==> src/rtl/tmr_scrub_scheduler.sv <==
// tmr_scrub_scheduler: round-robin scrub scheduler and saturating mismatch statistics for a TMR voter bank
// Ports:
//   clk_i, rst_n_i        clock, asynchronous active-low reset
//   enable_i              capture mismatches and issue new grants when 1
//   clear_i               pulse: clear counters, total, overflow, checker fault and pending bits
//   mismatch_i            per-voter mismatch level from the voter bank
//   mismatch_2nd_i        per-voter second-LUT mismatch level (checker build only)
//   scrub_req_o/idx_o     scrub request and voter index, held until scrub_ack_i
//   scrub_ack_i           refresh logic finished the current scrub
//   pending_o             sticky per-voter "scrub needed" vector
//   rd_idx_i/rd_cnt_o     registered per-voter count readout (out-of-range index reads 0)
//   total_cnt_o           saturating total of served scrubs
//   overflow_o            sticky: a counter reached all-ones
//   checker_fault_o       sticky primary/second checker disagreement
// Optional: define TMR_SCRUB_CHECKER_EN to enable the second-LUT checker path.
module tmr_scrub_scheduler #(
    parameter int  N_VOTERS       = 8,
    parameter int  CNT_WIDTH      = 16,
    parameter int  HOLDOFF_CYCLES = 4,
    localparam int IW             = (N_VOTERS > 1) ? $clog2(N_VOTERS) : 1
) (
    input  logic                 clk_i,
    input  logic                 rst_n_i,
    input  logic                 enable_i,
    input  logic                 clear_i,
    input  logic [N_VOTERS-1:0]  mismatch_i,
    input  logic [N_VOTERS-1:0]  mismatch_2nd_i,
    output logic                 scrub_req_o,
    output logic [IW-1:0]        scrub_idx_o,
    input  logic                 scrub_ack_i,
    output logic [N_VOTERS-1:0]  pending_o,
    input  logic [IW-1:0]        rd_idx_i,
    output logic [CNT_WIDTH-1:0] rd_cnt_o,
    output logic [CNT_WIDTH-1:0] total_cnt_o,
    output logic                 overflow_o,
    output logic                 checker_fault_o
);
    localparam int HW = (HOLDOFF_CYCLES > 1) ? $clog2(HOLDOFF_CYCLES) : 1;
    localparam logic [1:0] S_IDLE = 2'd0;
    localparam logic [1:0] S_REQ  = 2'd1;
    localparam logic [1:0] S_HOLD = 2'd2;

    logic [1:0]           state_q, state_d;
    logic [IW-1:0]        idx_q, idx_d, ptr_q, ptr_d, sel;
    logic [HW-1:0]        hold_q, hold_d;
    logic [N_VOTERS-1:0]  det_q, det_any, set_v, pending_q, pending_d;
    logic [CNT_WIDTH-1:0] cnt_q [N_VOTERS];
    logic [CNT_WIDTH-1:0] cnt_d [N_VOTERS];
    logic [CNT_WIDTH-1:0] total_q, total_d, rd_q;
    logic                 ovf_q, ovf_d, fault_q, ack_hit;

`ifdef TMR_SCRUB_CHECKER_EN
    logic [N_VOTERS-1:0] det2_q, diff_q;

    // diff_q remembers last cycle's disagreement so a fault needs two consecutive ones
    always_ff @(posedge clk_i or negedge rst_n_i) begin
        if (!rst_n_i) begin
            det2_q  <= '0;
            diff_q  <= '0;
            fault_q <= 1'b0;
        end else begin
            det2_q  <= mismatch_2nd_i;
            diff_q  <= det_q ^ det2_q;
            fault_q <= !clear_i && (fault_q || |(diff_q & (det_q ^ det2_q)));
        end
    end

    assign det_any = det_q | det2_q;
`else
    logic unused_2nd;

    assign unused_2nd = ^mismatch_2nd_i;
    assign fault_q    = 1'b0;
    assign det_any    = det_q;
`endif

    always_comb begin
        set_v = det_any & {N_VOTERS{enable_i}};
        // descending scan so the smallest offset from the pointer wins
        sel = ptr_q;
        for (int k = N_VOTERS - 1; k >= 0; k--)
            if (pending_q[IW'((int'(ptr_q) + k) % N_VOTERS)]) sel = IW'((int'(ptr_q) + k) % N_VOTERS);
        ack_hit   = (state_q == S_REQ) && scrub_ack_i;
        state_d   = state_q;
        idx_d     = idx_q;
        ptr_d     = ptr_q;
        hold_d    = hold_q;
        pending_d = pending_q;
        cnt_d     = cnt_q;
        total_d   = total_q;
        ovf_d     = ovf_q;
        if (ack_hit) begin
            pending_d[idx_q] = 1'b0;
            cnt_d[idx_q]     = (cnt_q[idx_q] == '1) ? cnt_q[idx_q] : cnt_q[idx_q] + 1'b1;
            total_d          = (total_q == '1) ? total_q : total_q + 1'b1;
            ovf_d            = ovf_q || (cnt_d[idx_q] == '1) || (total_d == '1);
        end
        // clear overrides the increment; new captures override both clears
        if (clear_i) begin
            pending_d = '0;
            for (int i = 0; i < N_VOTERS; i++) cnt_d[i] = '0;
            total_d = '0;
            ovf_d   = 1'b0;
        end
        pending_d = pending_d | set_v;
        case (state_q)
            S_IDLE: begin
                if (enable_i && |pending_q) begin
                    state_d = S_REQ;
                    idx_d   = sel;
                end
            end
            S_REQ: begin
                if (scrub_ack_i) begin
                    state_d = S_HOLD;
                    hold_d  = '0;
                    ptr_d   = (int'(idx_q) == N_VOTERS - 1) ? '0 : idx_q + 1'b1;
                end
            end
            S_HOLD: begin
                if (int'(hold_q) == HOLDOFF_CYCLES - 1) state_d = S_IDLE;
                else hold_d = hold_q + 1'b1;
            end
            default: state_d = S_IDLE;
        endcase
    end

    always_ff @(posedge clk_i or negedge rst_n_i) begin
        if (!rst_n_i) begin
            state_q   <= S_IDLE;
            idx_q     <= '0;
            ptr_q     <= '0;
            hold_q    <= '0;
            det_q     <= '0;
            pending_q <= '0;
            total_q   <= '0;
            ovf_q     <= 1'b0;
            rd_q      <= '0;
            for (int i = 0; i < N_VOTERS; i++) cnt_q[i] <= '0;
        end else begin
            state_q   <= state_d;
            idx_q     <= idx_d;
            ptr_q     <= ptr_d;
            hold_q    <= hold_d;
            det_q     <= mismatch_i;
            pending_q <= pending_d;
            total_q   <= total_d;
            ovf_q     <= ovf_d;
            cnt_q     <= cnt_d;
            rd_q      <= (int'(rd_idx_i) < N_VOTERS) ? cnt_q[rd_idx_i] : '0;
        end
    end

    assign scrub_req_o     = (state_q == S_REQ);
    assign scrub_idx_o     = idx_q;
    assign pending_o       = pending_q;
    assign rd_cnt_o        = rd_q;
    assign total_cnt_o     = total_q;
    assign overflow_o      = ovf_q;
    assign checker_fault_o = fault_q;
endmodule
==> config.mk <==
export PLATFORM = sky130hd
export DESIGN_NAME = tmr_scrub_scheduler
export DESIGN_NICKNAME = d
export VERILOG_FILES = /design/src/rtl/tmr_scrub_scheduler.sv
export SDC_FILE = /design/constraint.sdc
export NUM_CORES = 1
export LEC_CHECK = 0
export ABC_AREA = 1
export CAP_MARGIN = 15
export CORE_ASPECT_RATIO = 0.9
export CORE_UTILIZATION = 45
export CTS_BUF_LIST = sky130_fd_sc_hd__clkbuf_8
export DETAILED_ROUTE_END_ITERATION = 12
export SLEW_MARGIN = 0
export SYNTH_ARGS = -nofsm -noshare
export SYNTH_HDL_FRONTEND = slang
export SYNTH_SLANG_ARGS = --single-unit
==> constraint.sdc <==
create_clock -name clk_i -period 8.2 [get_ports clk_i]
set_clock_uncertainty 0.1 [all_clocks]
set_input_delay 1.64 -clock clk_i [delete_from_list [all_inputs] [get_ports clk_i]]
set_output_delay 1.64 -clock clk_i [all_outputs]
set_load 0.02 [all_outputs]
==> impl_metrics.csv <==
group,metric,value,unit
status,status,"finished, final reports clean",
die,rows,55,
drt,drt_iter0_drc,1274,
clock_network,clk_pin_slew,0.12,ns
synthesis,netlist_area,11800,um^2
synthesis,ys_ff_latch,187,
layout,n_fill_cell,2522,
layout,fin_nets,1742,
min_path,hold_path_class,"reg2reg",
grt,grt_use_total,30.9,%
sta,setup_viol,0,
pwr,power.density,264,nW/um^2
synthesis,synth_warnings,0,
setup_path,arrival,2.86,ns
clock_network,postCtsSetupBuffers,0,
die,core_area,25500,um^2
layout,mostFrequentLayoutCell,"nand2_1",
setup_path,crit_path_start_kind,"register",
die,dieHeight,156,um
die,fp.dieArea,26900,um^2
pwr,switching_share,49.8,%
grt,grt-ovfl-total,0,
synthesis,synth-edff-count,0,
pwr,p_leak,5.77,nW
synthesis,syn_inst,1719,
pwr,switching_power,1.70,mW
synthesis,async_reset_ff_share,100,%
sta,tightest_slew,1.17,ns
clock_network,cts_tree,"done",
setup_path,critical_path_class,"reg2out",
sta,post-route-min-period,4.60,ns
min_path,min_path_cells,2,
sta,whs,0.360,ns
layout,final_cell_mix,"nand2_1 (450), o21ai_0 (287), dfrtp_1 (186)",
setup_path,worstPathRequired,6.46,ns
sta,report.final.hold_viol_count,0,
pwr,internal_power,1.71,mW
drt,via_per_inst,5.84,
pwr,sequentialPowerShare,32.6,%
placed_design,routabilityCongestion,0.885,
setup_path,cp_max_fo,52,
sta,rsz0062_at_grt,"no",
synthesis,syn_avg_cell_area,6.87,um^2
layout,syn_to_final_growth,9.41,%
synthesis,ys_seq_area_share,39.6,%
setup_path,crit_path_end_kind,"output port",
synthesis,ys_types,39,
grt,grt_max_degree,102,
setup_path,ff2ff_path_depth,19,
drt,first_pass_iters,5,
layout,fin_util,50.7,%
run,drv_cap,0,
clock_network,cts_hold_buffers,0,
clock_network,cts_root_buf,"clkbuf_8",
synthesis,syn_nets,1750,
clock_network,htree_levels,4,
placed_design,numPortBuffers,60,
clock_network,clk_latency,0.51,ns
drt,route.antenna.remaining_nets,0,
sta,finalSetupTns,0,ns
clock_network,cts-resized-gates,0,
drt,routed_wl,40600,um
grt,grt_pass1_wl,64100,um
sta,max_freq,217,MHz
clock_network,clock_sinks,187,
clock_network,cts_buffers,17,
sta,fin_crit_sh,56.1,%
drt,wl_per_cell,19.6,um
drt,vias,12100,
layout,diodes,0,
sta,slew_viol_final,0,
pwr,clkPwrFrac,20.3,%
grt,antenna_found_initial,0,
drt,drc_errors,0,
die,io_pins,70,
synthesis,yosys_most_used_dff,"dfrtp_1",
grt,grt_pass1_vias,11300,
clock_network,clockBufferDepth,2,
die,initial_core_util,46.4,%
layout,drive_gt1_share,5.97,%
die,die_w,173,um
pwr,vdd_drop_max,188,uV
sta,slew_headroom,21.7,%
placed_design,post-dp-hpwl,23000,um
pwr,p_comb_share,47.1,%
[metrics by stage]
| step | cells | total power [mW] | area, um^2 | setup WS, ns |
|---|---|---|---|---|
| 3_5_place_dp | 2034 | 2.70 | 12500 | 3.42 |
| 6_report | 2066 | 3.41 | 12900 | 3.60 |
| 4_1_cts | 2066 | 3.39 | 12900 | 3.63 |
| 3_3_place_gp | 2034 | 2.68 | 12500 | 3.50 |
| 2_1_floorplan | 1719 | 2.19 | 11800 | 5.10 |
| 5_1_grt | 2066 | 3.62 | 12900 | 3.42 |
[cells in the mapped netlist (3+ instances only)]
library cell	instances	area share, %
clkbuf_1	77	2.4
dfrtp_1	187	40
nor4_1	3	0.16
clkinv_1	10	0.32
ha_1	7	0.74
xor2_1	14	1.0
a21oi_1	74	3.1
buf_1	3	0.095
buf_6	12	1.1
or2_2	6	0.32
o21ai_1	10	0.42
nand3_1	75	3.2
buf_4	5	0.32
xnor2_1	3	0.22
inv_2	5	0.16
nor2_1	159	5.1
nand4_1	11	0.58
nand2_2	18	0.95
a31oi_1	16	0.85
nor2_2	4	0.21
nand2_1	452	14
buf_2	10	0.42
nor3_1	7	0.30
inv_1	147	4.7
a221oi_1	15	1.1
nor2_4	5	0.48
o21ai_0	287	12
o22ai_1	83	4.4
[per-layer routing]
metal	wire length (um)	up-vias	global-route usage, %
met2	17800	558	49.3
met4	943	0	9.40
met5	0	-	0
met3	3780	83	5.68
li1	-	5675	-
met1	18100	5744	42.7
[power groups by stage]
stage | clock, mW | combinational [mW] | sequential (mW)
global placement | 0 | 1.56 | 1.13
floorplan | 0 | 1.09 | 1.10
global route | 0.737 | 1.76 | 1.13
detailed placement | 0 | 1.57 | 1.13
finish | 0.694 | 1.61 | 1.11
CTS | 0.698 | 1.58 | 1.11
[registers in the layout, summed over array words and instances, names as in the netlist]
register / count
cnt_q: 128
det_any: 8
hold_q: 2
overflow_o: 1
pending_o: 8
ptr_q: 3
rd_cnt_o: 16
scrub_idx_o: 3
state_q: 2
total_cnt_o: 16
[area by class of cell]
| class | instances | area, um^2 | area share (%) |
|---|---|---|---|
| clock inverters | 15 | 201 | 1.56 |
| well taps | 342 | 428 | 3.31 |
| clock buffers | 17 | 234 | 1.81 |
| inverters | 163 | 614 | 4.75 |
| flip-flops and latches | 187 | 4680 | 36.2 |
| repair buffers | 80 | 749 | 5.80 |
| multi-input cells | 1262 | 6010 | 46.5 |
[cells by family (layout without fill, tap and decap cells)]
group | count (synthesis) | after routing | share of synthesized area (%)
adders and majority gates | 7 | 7 | 0.742
xor gates and xnor gates | 17 | 17 | 1.26
other | 1 | 1 | 0.0318
and+or+nand+nor | 745 | 745 | 26.2
buffers and inverters | 270 | 275 | 9.63
DFF | 187 | 187 | 39.6
AOI/OAI and AO/OA | 492 | 492 | 22.5
[worst max-delay path, cell delays in order, from the launching register on]
cell,delay (ns)
dfrtp_2,0.94
buf_4,0.65
clkdlybuf4s50_1,0.72
[path summary, 6_finish.rpt]
check / endpoint / slack, ns / from
worst max-delay path: scrub_idx_o[0] / 3.60 / scrub_idx_o[0]$_DFFE_PN0P_
worst min-delay path: pending_o[5]$_DFF_PN0_ / 0.36 / det_any[5]$_DFF_PN0_
worst max register to register: overflow_o$_DFFE_PN0P_ / 3.69 / scrub_idx_o[0]$_DFFE_PN0P_
worst min register to register: pending_o[5]$_DFF_PN0_ / 0.36 / det_any[5]$_DFF_PN0_
max in group asynchronous: scrub_idx_o[0]$_DFFE_PN0P_ / 5.65 / rst_n_i
min in group asynchronous: cnt_q[51]$_DFFE_PN0P_ / 1.09 / rst_n_i
Note: power is estimated with default switching activity, not from simulation.
